--- src/rtl/nn_param_loader_pkg.sv ---
// ============================================================================
//  Module      : nn_param_loader_pkg
//  Description : Shared sizes, address widths, state encoding and section
//                helpers for the parameter / image stream loader.
//  Revision    : 1.0  initial release
// ============================================================================
`default_nettype none

package nn_param_loader_pkg;

    // Network geometry
    localparam int N_IN  = 400;
    localparam int N_HID = 20;
    localparam int N_OUT = 10;

    // Words per section, in stream order
    localparam int LEN_W12  = N_IN * N_HID;
    localparam int LEN_B12  = N_HID;
    localparam int LEN_W23  = N_HID * N_OUT;
    localparam int LEN_B23  = N_OUT;
    localparam int LEN_DATA = N_IN;

    // Widths
    localparam int WORD_W  = 16;
    localparam int PIX_W   = 2;
    localparam int IDX_W   = 13;
    localparam int W12_AW  = 13;
    localparam int B12_AW  = 5;
    localparam int W23_AW  = 8;
    localparam int B23_AW  = 4;
    localparam int DATA_AW = 9;

    typedef enum logic [2:0] {
        ST_IDLE  = 3'd0,
        ST_W12   = 3'd1,
        ST_B12   = 3'd2,
        ST_W23   = 3'd3,
        ST_B23   = 3'd4,
        ST_DATA  = 3'd5,
        ST_START = 3'd6,
        ST_WAIT  = 3'd7
    } state_t;

    // Index value of the final word of the section being loaded
    function automatic logic [IDX_W-1:0] section_last(input state_t st);
        logic [IDX_W-1:0] last;
        last = '0;
        case (st)
            ST_W12:  last = IDX_W'(LEN_W12  - 1);
            ST_B12:  last = IDX_W'(LEN_B12  - 1);
            ST_W23:  last = IDX_W'(LEN_W23  - 1);
            ST_B23:  last = IDX_W'(LEN_B23  - 1);
            ST_DATA: last = IDX_W'(LEN_DATA - 1);
            default: last = '0;
        endcase
        return last;
    endfunction

    // Section that follows the current one; the image section hands over to START
    function automatic state_t section_next(input state_t st);
        state_t nxt;
        nxt = ST_IDLE;
        case (st)
            ST_W12:  nxt = ST_B12;
            ST_B12:  nxt = ST_W23;
            ST_W23:  nxt = ST_B23;
            ST_B23:  nxt = ST_DATA;
            ST_DATA: nxt = ST_START;
            default: nxt = ST_IDLE;
        endcase
        return nxt;
    endfunction

endpackage

`default_nettype wire

--- src/rtl/nn_param_loader.sv ---
// ============================================================================
//  Module      : nn_param_loader
//  Description : Converts a 16-bit valid/ready word stream into sequential
//                writes for the w12/b12/w23/b23/image memories, then starts
//                the inference engine and stays busy until it reports done.
//  Revision    : 1.0  initial release
// ============================================================================
`default_nettype none

module nn_param_loader
    import nn_param_loader_pkg::*;
(
    input  logic                 clk,
    input  logic                 rst_n,
    input  logic                 i_load_req,
    input  logic                 i_image_only,
    input  logic                 i_s_valid,
    input  logic [WORD_W-1:0]    i_s_data,
    output logic                 o_s_ready,
    input  logic                 i_infer_done,
    output logic [WORD_W-1:0]    o_w12_wrdata,
    output logic [WORD_W-1:0]    o_b12_wrdata,
    output logic [WORD_W-1:0]    o_w23_wrdata,
    output logic [WORD_W-1:0]    o_b23_wrdata,
    output logic [PIX_W-1:0]     o_wrdata,
    output logic [W12_AW-1:0]    o_wr_w12addr,
    output logic [B12_AW-1:0]    o_wr_b12addr,
    output logic [W23_AW-1:0]    o_wr_w23addr,
    output logic [B23_AW-1:0]    o_wr_b23addr,
    output logic [DATA_AW-1:0]   o_wraddr,
    output logic                 o_we,
    output logic                 o_we_b12,
    output logic                 o_w23_we,
    output logic                 o_b23_we,
    output logic                 o_we_data,
    output logic                 o_start,
    output logic                 o_busy
);

    state_t               r_state;
    logic [IDX_W-1:0]     r_idx;
    logic [WORD_W-1:0]    r_word;
    logic [W12_AW-1:0]    r_w12addr;
    logic [B12_AW-1:0]    r_b12addr;
    logic [W23_AW-1:0]    r_w23addr;
    logic [B23_AW-1:0]    r_b23addr;
    logic [DATA_AW-1:0]   r_wraddr;
    logic                 r_we_w12;
    logic                 r_we_b12;
    logic                 r_we_w23;
    logic                 r_we_b23;
    logic                 r_we_data;
    logic                 r_s_ready;
    logic                 r_start;
    logic                 r_busy;

    logic                 w_hs;
    logic                 w_last;

    // s_ready is a registered decode of the load states, so it doubles as the
    // "in a load section" qualifier for the handshake
    assign w_hs   = i_s_valid & r_s_ready;
    assign w_last = (r_idx == section_last(r_state));

    // Loader FSM: section sequencing, shared index, registered write strobes
    always_ff @(posedge clk or negedge rst_n) begin
        if (!rst_n) begin
            r_state   <= ST_IDLE;
            r_idx     <= '0;
            r_word    <= '0;
            r_w12addr <= '0;
            r_b12addr <= '0;
            r_w23addr <= '0;
            r_b23addr <= '0;
            r_wraddr  <= '0;
            r_we_w12  <= 1'b0;
            r_we_b12  <= 1'b0;
            r_we_w23  <= 1'b0;
            r_we_b23  <= 1'b0;
            r_we_data <= 1'b0;
            r_s_ready <= 1'b0;
            r_start   <= 1'b0;
            r_busy    <= 1'b0;
        end else begin
            // Strobes and start are single-cycle pulses
            r_we_w12  <= 1'b0;
            r_we_b12  <= 1'b0;
            r_we_w23  <= 1'b0;
            r_we_b23  <= 1'b0;
            r_we_data <= 1'b0;
            r_start   <= 1'b0;

            case (r_state)
                ST_IDLE: begin
                    if (i_load_req) begin
                        r_busy    <= 1'b1;
                        r_s_ready <= 1'b1;
                        r_idx     <= '0;
                        r_state   <= i_image_only ? ST_DATA : ST_W12;
                    end
                end

                ST_W12, ST_B12, ST_W23, ST_B23, ST_DATA: begin
                    if (w_hs) begin
                        r_word <= i_s_data;
                        case (r_state)
                            ST_W12: begin
                                r_we_w12  <= 1'b1;
                                r_w12addr <= r_idx[W12_AW-1:0];
                            end
                            ST_B12: begin
                                r_we_b12  <= 1'b1;
                                r_b12addr <= r_idx[B12_AW-1:0];
                            end
                            ST_W23: begin
                                r_we_w23  <= 1'b1;
                                r_w23addr <= r_idx[W23_AW-1:0];
                            end
                            ST_B23: begin
                                r_we_b23  <= 1'b1;
                                r_b23addr <= r_idx[B23_AW-1:0];
                            end
                            default: begin
                                r_we_data <= 1'b1;
                                r_wraddr  <= r_idx[DATA_AW-1:0];
                            end
                        endcase

                        if (w_last) begin
                            r_idx   <= '0;
                            r_state <= section_next(r_state);
                            // Final image word: stop accepting before START
                            if (r_state == ST_DATA) begin
                                r_s_ready <= 1'b0;
                            end
                        end else begin
                            r_idx <= r_idx + IDX_W'(1);
                        end
                    end
                end

                ST_START: begin
                    r_start <= 1'b1;
                    r_state <= ST_WAIT;
                end

                ST_WAIT: begin
                    if (i_infer_done) begin
                        r_busy  <= 1'b0;
                        r_state <= ST_IDLE;
                    end
                end

                default: begin
                    r_state <= ST_IDLE;
                end
            endcase
        end
    end

    // All weight/bias data ports follow the last accepted word
    assign o_w12_wrdata = r_word;
    assign o_b12_wrdata = r_word;
    assign o_w23_wrdata = r_word;
    assign o_b23_wrdata = r_word;
    assign o_wrdata     = r_word[PIX_W-1:0];

    assign o_wr_w12addr = r_w12addr;
    assign o_wr_b12addr = r_b12addr;
    assign o_wr_w23addr = r_w23addr;
    assign o_wr_b23addr = r_b23addr;
    assign o_wraddr     = r_wraddr;

    assign o_we         = r_we_w12;
    assign o_we_b12     = r_we_b12;
    assign o_w23_we     = r_we_w23;
    assign o_b23_we     = r_we_b23;
    assign o_we_data    = r_we_data;

    assign o_s_ready    = r_s_ready;
    assign o_start      = r_start;
    assign o_busy       = r_busy;

endmodule

`default_nettype wire

--- config.mk ---
export PLATFORM = sky130hd
export DESIGN_NAME = nn_param_loader
export DESIGN_NICKNAME = d
export VERILOG_FILES = /design/src/rtl/nn_param_loader_pkg.sv /design/src/rtl/nn_param_loader.sv
export SDC_FILE = /design/constraint.sdc
export NUM_CORES = 1
export LEC_CHECK = 0
export ABC_AREA = 1
export BUFFER_PORTS_ARGS = -buffer_cell sky130_fd_sc_hd__buf_2
export CAP_MARGIN = 20
export CELL_PAD_IN_SITES_DETAIL_PLACEMENT = 0
export CELL_PAD_IN_SITES_GLOBAL_PLACEMENT = 1
export CORE_MARGIN = 8
export CORE_UTILIZATION = 37
export DETAILED_ROUTE_END_ITERATION = 7
export PLACE_DENSITY = 0.85
export SYNTH_ARGS = -nofsm -noshare
export SYNTH_HDL_FRONTEND = slang
export SYNTH_SLANG_ARGS = --single-unit
--- constraint.sdc ---
create_clock -name clk -period 2.3 [get_ports clk]
set_clock_uncertainty 0.15 [all_clocks]
set_input_delay 0.23 -clock clk [delete_from_list [all_inputs] [get_ports clk]]
set_output_delay 0.23 -clock clk [all_outputs]
set_load 0.005 [all_outputs]
After elaboration in Yosys (flattened, before gate mapping)
Index checks and enable logic that the tools add are counted.
Cells by class
  add/subtract/negate cells: 1
  eq/ne operators: 13
  mux-type cells: 35
  bitwise gates (word level): 2
  reduce and logical (&&, ||, !) cells: 15
Operator list (number)
  $pmux 13 s5: 1
  $mux 13: 3
  $pmux 13 s2: 1
  $mux 1: 21
  $reduce_and 3->1: 7
  $mux 3: 5
  $pmux 3 s5: 1
  $add 13x1->13 const B: 1
  $eq 13x13->1: 1
  $eq 3x3->1 const B: 4
  $pmux 3 s4: 1
  $ne 2x2->1 const B: 5
  $eq 3x2->1 const B: 2
  $reduce_and 5->1: 1
  $reduce_or 5->1: 1
  $pmux 1 s2: 2
  $reduce_and 4->1: 1
  $reduce_bool 2->1: 2
  $reduce_or 4->1: 1
  $eq 3x1->1 const B: 1
  $logic_not 3->1: 1
  $reduce_and 2->1: 1
  $and 1x1->1: 1
  $not 1->1: 1
Storage, ports and cells
  register bits: 79
  input bits: 22
  output and inout bits: 113
  word-level logic and storage cells: 82

Depth between registers and ports, before layout
Gate-level depths: netlist of the first run.
  depth after elaboration: 6
  depth in mapped cells: 14
  gate-level depth less buffers: 14

Worst setup path before layout of the first run
No wires, ideal clock.
  kind: register -> register
  from: register r_state[1]
  to: register r_idx[5]
  library setup time: 0.127 ns
  data arrival time: 1.684 ns
  data required time: 2.023 ns
  setup slack: 0.338 ns
  cell stages (with the launch flop): 13
  path buffers: 0
  clock period less this slack: 1.962 ns
  cell sequence: dfrtp_1 -> inv_1 -> ha_1 -> nand2_4 -> nand2_1 -> inv_1 -> nand2_1 -> nand2_1 -> nand2_1 -> nor2_1 -> nand3_2 -> a21oi_4 -> nor2_1
Between the ends
  longest elaborated chain between the ends: 6
  elaborated cells between the ends (all ways): 16
  those cells by class: 8 x eq/ne; 4 x mux; 4 x reduce/logical
RTL lines
  from (decl): RTL line nn_param_loader.sv:40  | state_t r_state;
  from (signal assigned): RTL line nn_param_loader.sv:99  | r_state <= i_image_only ? ST_DATA : ST_W12;
  from (signal assigned): RTL line nn_param_loader.sv:131  | r_state <= section_next(r_state);
  $eq 3x3->1, or another cell as far along: RTL line nn_param_loader_pkg.sv:48, nn_param_loader.sv:93
  $pmux 13 s5: RTL line nn_param_loader_pkg.sv:48  | case (st)
  $eq 13x13->1: RTL line nn_param_loader.sv:63  | assign w_last = (r_idx == section_last(r_state));
  $mux 13: RTL line nn_param_loader.sv:129  | if (w_last) begin
  $mux 13: RTL line nn_param_loader.sv:104  | if (w_hs) begin
  $pmux 13 s2: RTL line nn_param_loader.sv:93  | case (r_state)
  to (signal assigned): RTL line nn_param_loader.sv:137  | r_idx <= r_idx + IDX_W'(1);
  to (decl): RTL line nn_param_loader.sv:41  | logic [IDX_W-1:0] r_idx;
Several ways; a longest one is shown, not always the timed one. The select of a mux whose other input is x is not followed.
A chain may end at the register's enable or synchronous reset.

Worst setup path in the final report of the first run
  from: register r_state[1]
  to: register r_state[1]
Between the ends
  longest elaborated chain between the ends: 5
  elaborated cells between the ends (all ways): 20
  those cells by class: 12 x eq/ne; 5 x mux; 3 x reduce/logical
RTL lines (RTL line)
  $eq 3x3->1, or another cell as far along: nn_param_loader_pkg.sv:48, nn_param_loader_pkg.sv:63, nn_param_loader.sv:93
  $pmux 13 s5 or $pmux 3 s5 (tied branches): nn_param_loader_pkg.sv:48, nn_param_loader_pkg.sv:63
  $eq 13x13->1 or $mux 3 (tied branches): nn_param_loader.sv:63, nn_param_loader.sv:129
  $ne 2x2->1 (no line) or $mux 3 (tied branches)
  $reduce_and 4->1 (no line) or $pmux 3 s4 (tied branches)
Several ways; a longest one is shown, not always the timed one. The select of a mux whose other input is x is not followed.

==> results of run 1 <==
-- area by class of cell --
cell class              count  share of cell area (%)
clock inverters             6                   0.858
flip-flops and latches     79                    39.9
repair buffers            161                    19.0
well taps                 140                    3.53
inverters                  35                    2.85
multi-input cells         290                    31.1
clock buffers              10                    2.77
-- path summary, 6_finish.rpt --
kind | start | end | slack [ps] | cells after the start
worst max-delay path | r_state[1]$_DFFE_PN0P_ | r_state[1]$_DFFE_PN0P_ | 160 | 13
worst min-delay path | i_image_only | r_state[2]$_DFFE_PN0P_ | 150 | 5
worst max register to register | r_state[1]$_DFFE_PN0P_ | r_state[1]$_DFFE_PN0P_ | 160 | 13
worst min register to register | o_wr_w12addr[10]$_DFFE_PN0P_ | o_wr_w12addr[10]$_DFFE_PN0P_ | 320 | 2
max in group asynchronous | rst_n | r_idx[9]$_DFFE_PN0P_ | 1230 | 3
min in group asynchronous | rst_n | o_busy$_DFFE_PN0P_ | 180 | 2
-- worst reg2reg max path, cell delays in order, from the launching register on --
cell and delay [ps]:
dfrtp_2 450, inv_2 130, ha_2 250, nand2_4 100
nand2_1 110, inv_1 50, nand3_1 70, nand2_1 80
nor2_2 140, nand3_4 160, nand2_4 140, nand3_2 100
nand2_1 70, nand2_1 50
-- repair_timing --
item                                   4_1_cts  5_1_grt
setup endpoints to repair                    0       27
endpoints found under the hold margin       44        0
hold buffers                                17        0
buffers inserted                             0        1
gates resized for setup                      0       13
-- logic make-up after synthesis --
family / after synthesis / synth area share [%]
AOI/OAI and AO/OA: 54 / 8.53
DFF: 79 / 48.9
xor gates and xnor gates: 7 / 1.52
and+or+nand+nor: 222 / 24.8
adders and majority gates: 6 / 1.86
buffers and inverters: 93 / 14.4
-- state kept, by name, summed over array words and instances (netlist names), 3 cells and up --
register,flops
r_idx,13
o_wr_w12addr,13
o_b12_wrdata,16
o_wr_b12addr,5
o_wr_b23addr,4
o_wr_w23addr,8
r_state,3
o_wraddr,9
-- cell usage in the layout (no fill, tap or decap), types with 10 or more instances in the layout --
cell / count
nand2_1: 141
buf_2: 133
dfrtp_1: 77
inv_1: 28
nor2_1: 27
o21ai_0: 18
nand3_1: 17
dlygate4sd3_1: 17
o21ai_2: 12
clkbuf_8: 10
-- power by group through the flow --
stage               clock network (uW)  registers (uW)  logic (uW)
floorplan                            0            2140        2210
global placement                     0            2150        2950
detailed placement                   0            2170        2960
CTS                                984            2150        2990
global route                      1040            2220        3460
finish                             951            2150        3120
-- routing by layer --
metal / GRT usage [%] / share of wire [%] / vias up
met5: 0 / 0 / -
met4: 4.37 / 1.1 / 0
met3: 4.43 / 9.2 / 13
met2: 24.6 / 49 / 126
met1: 17.8 / 41 / 1579
li1: - / - / 1645
-- metrics by stage --
step                setup slack (ps)  instance area (sq um)  utilization, %
global route                    33.7                   4960            46.2
detailed placement              74.9                   4550            42.3
global placement                 148                   4550            42.3
floorplan                        338                   4050               -
finish                           160                   4960            46.2
CTS                             61.8                   4900            45.6
==> run metrics, run 1 <==
Yosys cell types=33; Synth Register Bits=79; first-pass GRT wire length=17,100 um; wire per inst=15.0 um; Post-synth EDFFs=0; Synth Net Count=489; Rel. slew slack=73.4%; Clk pwr share=15.3%; Comb power frac=50.2%; crit path cell chain=inv_2 > ha_2 > nand2_4 > nand2_1 > inv_1 > nand3_1 > nand2_1 > nor2_2 > nand3_4 > nand2_4 > nand3_2 > nand2_1 > nand2_1; DR DRC count=0; Mapped Cells=461; Req. time, crit path=2390 ps; CP bufs+invs=2; Top delay family on crit path=simple AND/OR/NAND/NOR gates; Hold Crit Class=input pin to flop; area of the multi-input gates=1540 sq um; placed cells=686; # nets final=604; Final TNS setup=0 ps; Final Hold Vio Count=0; RSZ-0062 raised after global routing=no; GP Congestion=0.881; Leakage=0.00265 uW; most instantiated library cell after synthesis=nand2_1; Peak Freq=0.467 GHz; PnR Total Power=6220 uW; Detailed Routing Iterations Pass 1=4; Area Growth Syn to Fin=22.6%; CP Capture Type=flop; fraction of layout cells with a size suffix above 1=36.5%; Row Count=38; chip height=121 um; top-area cell type share of the netlist area=48.9%; clk root buf=clkbuf_8; PD cells=1250 nW/um^2; antenna-violating nets left=0; largest cells by area after synthesis=dfrtp_1 (49%), nand2_1 (13%), buf_4 (9.5%); Via density=4.66; list of most frequent post-synthesis cells=nand2_1 (141), dfrtp_1 (79), buf_4 (51); Net Sw Frac=44.5%; clk sinks=79; YS warnings=0; core area=10,700 sq um; Final Setup Violations=0; Seq/Total Area, Yosys=48.9%; GRT Overall Usage=14.7%; largest net degree at the start of global routing=52; kind of critical path=flop to flop; pin slew with the least headroom to its limit=399 ps; fillers=1,000; vias in the first global route=3,244; CP peak stage delay=450 ps; Max Slew Vio Count=0; Worst Path Max Fanout=7; Overflow after GRT=0; estimated wirelength of the detail-placed design=8210 um; Vias=3,363; Final Non-Filler Cells=721; Die X=121 um; final hold slack=153 ps; outcome=completed; Reg clk slew, reported paths=80 ps; ys flop type=dfrtp_1; clk buf depth=2; CTS Buf Count=9; cell mode on critical path=nand2_1; final WL=10,800 um; Initial Util=37.7%; Worst-Skew Late Latency=350 ps; final worst path period share=93.0%; synthesized cell area=4050 sq um; Worst setup SP type=flop; Ant. Diodes=0; post-route minimum period=2140 ps; Max VDD drop=0.517 mV; # IOs=135; area leader, netlist=dfrtp_1; CTS tree=built; Buffers on Ports=134; storage element area=1980 sq um; initial antenna violation count=0; die area=14,500 sq um; H-tree Lvls=3; fraction of registers with async set/reset=100%; max cap viols=0; Switch Pwr=2770 uW; Worst EP arrival=2230 ps; mean area per synthesized cell=8.78 sq um; initial DRC count=274; Flop pwr share=34.5%; Slowest-stage cell, CP=dfrtp_2; Pint=3450 uW
(Power assumes the default switching activity.)
==> run 2, diff against run 1 <==
- ABC_AREA: 1 -> not set
- CORE_MARGIN: 8 -> 4
- CORE_UTILIZATION: 37 -> 39
- PLACE_DENSITY: 0.85 -> 0.86
- RECOVER_POWER: not set -> 100
==> run metrics, run 2 <==
outcome=finished, violations left; failing checks=max-capacitance violations, max-slew violations, negative setup slack; Detailed Routing Iterations Pass 1=4; setup ws final=-453 ps; antenna-violating nets left=0; Overflow after GRT=0; CP Capture Type=flop; fraction of layout cells with a size suffix above 1=44.8%; Die X=110 um; largest net degree at the start of global routing=63; Post-synth EDFFs=0; # IOs=135; Worst Path Max Fanout=9; first-pass GRT wire length=16,200 um; crit path cell chain=inv_2 > ha_4 > buf_6 > o311a_1 > o32a_1 > o41ai_4 > buf_4 > nor2_4 > mux2_2; Max VDD drop=0.233 mV; wire per inst=16.3 um; clk sinks=79; commonest non-fill, non-tap cell in the layout=buf_2; Initial Util=40.7%; Comb power frac=2.8%; PD cells=452 nW/um^2; Clk pwr share=41.8%; Vias=3,353; pin slew with the least headroom to its limit=1540 ps; clk buf depth=2; Reg clk slew, reported paths=90 ps; chip height=110 um; final WL=10,900 um; placed cells=630; max FFs per register=16; estimated wirelength of the detail-placed design=7670 um; Worst-Skew Late Latency=370 ps; Area Growth Syn to Fin=36.7%; initial DRC count=147; most instantiated library cell after synthesis=dfrtp_1; Rel. slew slack=-2.42%; Final Hold Vio Count=0; Synth Register Bits=79; GRT Overall Usage=17.6%; Slowest-stage cell, CP=dfrtp_2; initial antenna violation count=0; vias in the first global route=3,206; Leakage=0.00295 uW; Ant. Diodes=0; ys flop type=dfrtp_1; die area=12,100 sq um; Final TNS setup=-7670 ps; max cap viols=1; DR DRC count=0; Worst setup SP type=flop; Flop pwr share=55.4%; CTS Buf Count=9; synthesized cell area=4050 sq um; area leader, netlist=dfrtp_1; fillers=844; mean area per synthesized cell=10.9 sq um; top-area cell type share of the netlist area=48.8%; Final Setup Violations=57; GP Congestion=0.870; Final Non-Filler Cells=669; final hold slack=34.0 ps; Switch Pwr=567 uW; Layout Utilization=55.6%; list of most frequent post-synthesis cells=dfrtp_1 (79), buf_4 (51), mux2_2 (41); Peak Freq=0.363 GHz; Buffers on Ports=134; Req. time, crit path=2410 ps; YS warnings=0; # nets final=559; Hold Crit Class=input pin to flop; CP peak stage delay=450 ps; Synth Net Count=400; clk root buf=clkbuf_8; Mapped Cells=372; Pint=1940 uW; final worst path period share=120%; CTS tree=built; most frequent cells in the layout=buf_2 (85), dfrtp_1 (76), buf_4 (51); Via density=5.01; fraction of registers with async set/reset=100%; RSZ-0062 raised after global routing=yes; H-tree Lvls=3; Worst EP arrival=2870 ps; Yosys cell types=52; largest cells by area after synthesis=dfrtp_1 (49%), mux2_2 (11%), buf_4 (9.5%); core area=9950 sq um; post-route minimum period=2750 ps; pre-CTS WS=-488 ps; Seq/Total Area, Yosys=48.8%; Row Count=36; kind of critical path=flop to flop; Max Slew Vio Count=63; Net Sw Frac=22.7%
-- run 2: changes by cell type after synthesis, moves of 12 or more --
| cell | previous run | this run |
|---|---|---|
| clkbuf_1 | 0 | 12 |
| inv_1 | 29 | 11 |
| mux2_2 | 0 | 41 |
| nand2_1 | 141 | 33 |
| nor2_1 | 28 | 12 |
| o21ai_0 | 19 | 2 |
| o21ai_2 | 12 | 0 |
-- run 2: worst max-delay path, delay by kind of cell (launching register included) --
| kind | cells | cell delay, ps |
|---|---|---|
| flops | 1 | 450 |
| compound gates | 3 | 1110 |
| mux | 1 | 280 |
| fa+ha+maj | 1 | 160 |
| simple gates | 1 | 60 |
| buf+inv | 3 | 420 |
-- run 2: routing by layer --
layer	track usage [%]	vias to the layer above	routed length [um]
met5	0	-	0
met4	7.03	0	186
met3	4.64	18	740
met2	31.4	117	5610
met1	19.9	1639	4360
li1	-	1579	-
-- run 2: power groups by stage --
| stage | sequential (uW) | clock (uW) | combinational [uW] |
|---|---|---|---|
| after floorplan | 1420 | 0 | 0.673 |
| after global placement | 1420 | 0 | 49.4 |
| after detailed placement | 1420 | 0 | 51.2 |
| after CTS | 1390 | 1080 | 73.5 |
| after global routing | 1390 | 1140 | 79.6 |
| final | 1390 | 1050 | 70.3 |
-- run 2: metrics by stage --
stage,total power [uW],cell area [sq um]
3_3_place_gp,1460,4970
4_1_cts,2540,5480
6_report,2500,5540
5_1_grt,2600,5540
2_1_floorplan,1420,4120
3_5_place_dp,1470,4970
-- run 2: timing repair --
action / CTS / global route
hold endpoints to repair: 76 / 0
resized for setup: 22 / 17
setup buffers: 2 / 1
setup endpoints to repair: 48 / 46
hold buffers: 17 / 0
pin swaps: 12 / 10
cloned: 1 / 2
-- run 2: final cells by class --
type	count	area, sq um	share of cell area [%]
Sequential cell	79	1980	35.8
Tap cell	133	166	3.00
Clock buffer	13	179	3.23
Inverter	11	41.3	0.746
Timing Repair Buffer	215	1370	24.6
Multi-Input combinational cell	215	1780	32.2
Clock inverter	3	23.8	0.429
-- run 2: logic make-up (layout without fill, tap and decap cells) --
logic type | Yosys count | count (layout) | share of synthesized area, %
mux | 52 | 52 | 14.4
compound gates | 56 | 56 | 9.88
simple gates | 98 | 98 | 12.4
flops | 79 | 79 | 48.8
buf+inv | 78 | 242 | 12.0
fa+ha+maj | 6 | 6 | 1.85
xor+xnor | 3 | 3 | 0.649
-- run 2: final timing paths --
| check | startpoint | end | slack, ps | cells past startpoint |
|---|---|---|---|---|
| setup reg to reg | r_state[1]$_DFFE_PN0P_ | r_idx[0]$_DFFE_PN0P_ | -450 | 9 |
| min in group asynchronous | rst_n | o_wr_w12addr[10]$_DFFE_PN0P_ | 610 | 2 |
| max in group asynchronous | rst_n | r_state[2]$_DFFE_PN0P_ | 340 | 2 |
| hold / removal | i_infer_done | o_busy$_DFFE_PN0P_ | 30 | 4 |
| hold reg to reg | o_wr_b23addr[0]$_DFFE_PN0P_ | o_wr_b23addr[0]$_DFFE_PN0P_ | 330 | 2 |
| setup / recovery | r_state[1]$_DFFE_PN0P_ | r_idx[0]$_DFFE_PN0P_ | -450 | 9 |
==> run 3, diff against run 2 <==
- SKIP_LAST_GASP: not set -> 1
==> run metrics, run 3 (synthesized netlist as in run 2, its figures left out) <==
Max VDD drop=0.233 mV; worst reg2reg path endpoint=r_idx[0]$_DFFE_PN0P_; Via density=5.04; estimated wirelength of the detail-placed design=7670 um; max FFs per register=16; hold_sp=i_infer_done; fillers=844; Max Slew Vio Count=63; final WL=10,900 um; FF-to-FF path depth=9; placed cells=630; Req. time, crit path=2420 ps; Detailed Routing Iterations Pass 1=4; commonest non-fill, non-tap cell in the layout=buf_2; GP Congestion=0.870; Vias=3,371; GRT Overall Usage=17.6%; post-route minimum period=2750 ps; H-tree Lvls=3; clk buf depth=2; Area Growth Syn to Fin=36.6%; max cap viols=1; Initial Util=40.7%; # IOs=135; pin slew with the least headroom to its limit=1530 ps; die area=12,100 sq um; Worst setup SP type=flop; Leakage=0.00295 uW; PD cells=452 nW/um^2; hold path depth=4; Worst Path Max Fanout=9; worst reg2reg setup slack=-450 ps; Row Count=36; failing checks=max-capacitance violations, max-slew violations, negative setup slack; final worst path period share=120%; largest net degree at the start of global routing=63; WHS Endpoint=o_busy$_DFFE_PN0P_; initial DRC count=123; Worst-Skew Late Latency=370 ps; most frequent cells in the layout=buf_2 (85), dfrtp_1 (76), buf_4 (51); Final Non-Filler Cells=669; Final TNS setup=-7660 ps; first-pass GRT wire length=16,200 um; # nets final=559; RSZ-0062 raised after global routing=yes; DR DRC count=0; CTS Buf Count=9; final hold slack=34.7 ps; vias in the first global route=3,206; chip height=110 um; CP Capture Type=flop; wire per inst=16.3 um; initial antenna violation count=0; fraction of layout cells with a size suffix above 1=44.6%; Reg clk slew, reported paths=90 ps; Peak Freq=0.363 GHz; kind of critical path=flop to flop; Die X=110 um; clk root buf=clkbuf_8; Setup crit start=r_state[1]$_DFFE_PN0P_; antenna-violating nets left=0; Rel. slew slack=-1.89%; Worst EP arrival=2870 ps; Final Setup Violations=57; Final Hold Vio Count=0; outcome=finished, violations left; origin of the critical flop-to-flop path=r_state[1]$_DFFE_PN0P_; clk sinks=79; core area=9950 sq um; Hold Crit Class=input pin to flop; setup ws final=-453 ps; Buffers on Ports=134; CTS tree=built; Overflow after GRT=0; Ant. Diodes=0
-- run 3: timing repair --
action,CTS,global route
resized for setup,22,16
pin swaps,12,10
setup buffers,2,1
endpoints found under the setup margin,48,46
hold endpoints to repair,76,0
hold buffers,17,0
gates cloned,1,2
-- run 3: metal layers --
layer	up-vias	wire length, um	part of all wire (%)	track usage (%)
met5	-	0	0	0
li1	1578	-	-	-
met4	0	218	2.0	7.03
met3	21	758	6.9	4.64
met1	1643	4340	40	19.9
met2	129	5600	51	31.4
-- run 3: worst max-delay path, stage by stage, from the launching register on --
cell,delay (ps)
dfrtp_2,450
inv_2,70
ha_4,160
buf_6,130
o311a_1,290
o32a_1,390
o41ai_4,430
buf_4,220
nor2_4,60
mux2_2,280
-- run 3: worst max path at each step --
| stage | end |
|---|---|
| CTS | r_state[1]$_DFFE_PN0P_ |
| global placement | r_idx[0]$_DFFE_PN0P_ |
| detailed placement | r_idx[0]$_DFFE_PN0P_ |
| finish | r_idx[0]$_DFFE_PN0P_ |
| global route | r_state[1]$_DFFE_PN0P_ |
| floorplan | r_state[1]$_DFFE_PN0P_ |
-- run 3: cell type report --
class	count	area [sq um]	share of cell area, %
inverter	11	41.3	0.746
sequential	79	1980	35.8
timing repair buffer	215	1370	24.7
clock inverter	3	23.8	0.430
multi-input combinational	215	1780	32.1
tap	133	166	3.01
clock buffer	13	179	3.23
-- run 3: power by group --
part,internal [uW],switching (uW),leakage (uW)
clock,514,531,0.0000983
sequential,1390,0,0.00109
combinational,33.8,36.5,0.00176
-- run 3: through the flow --
step / utilization (%) / setup WS, ps / total power, uW / cell area [sq um]
final: 55.6 / -453 / 2500 / 5530
after global routing: 55.6 / -524 / 2600 / 5530
after CTS: 55.0 / -422 / 2540 / 5480
after detailed placement: 49.9 / -488 / 1470 / 4970
after global placement: 49.9 / -417 / 1460 / 4970
after floorplan: - / -342 / 1420 / 4120
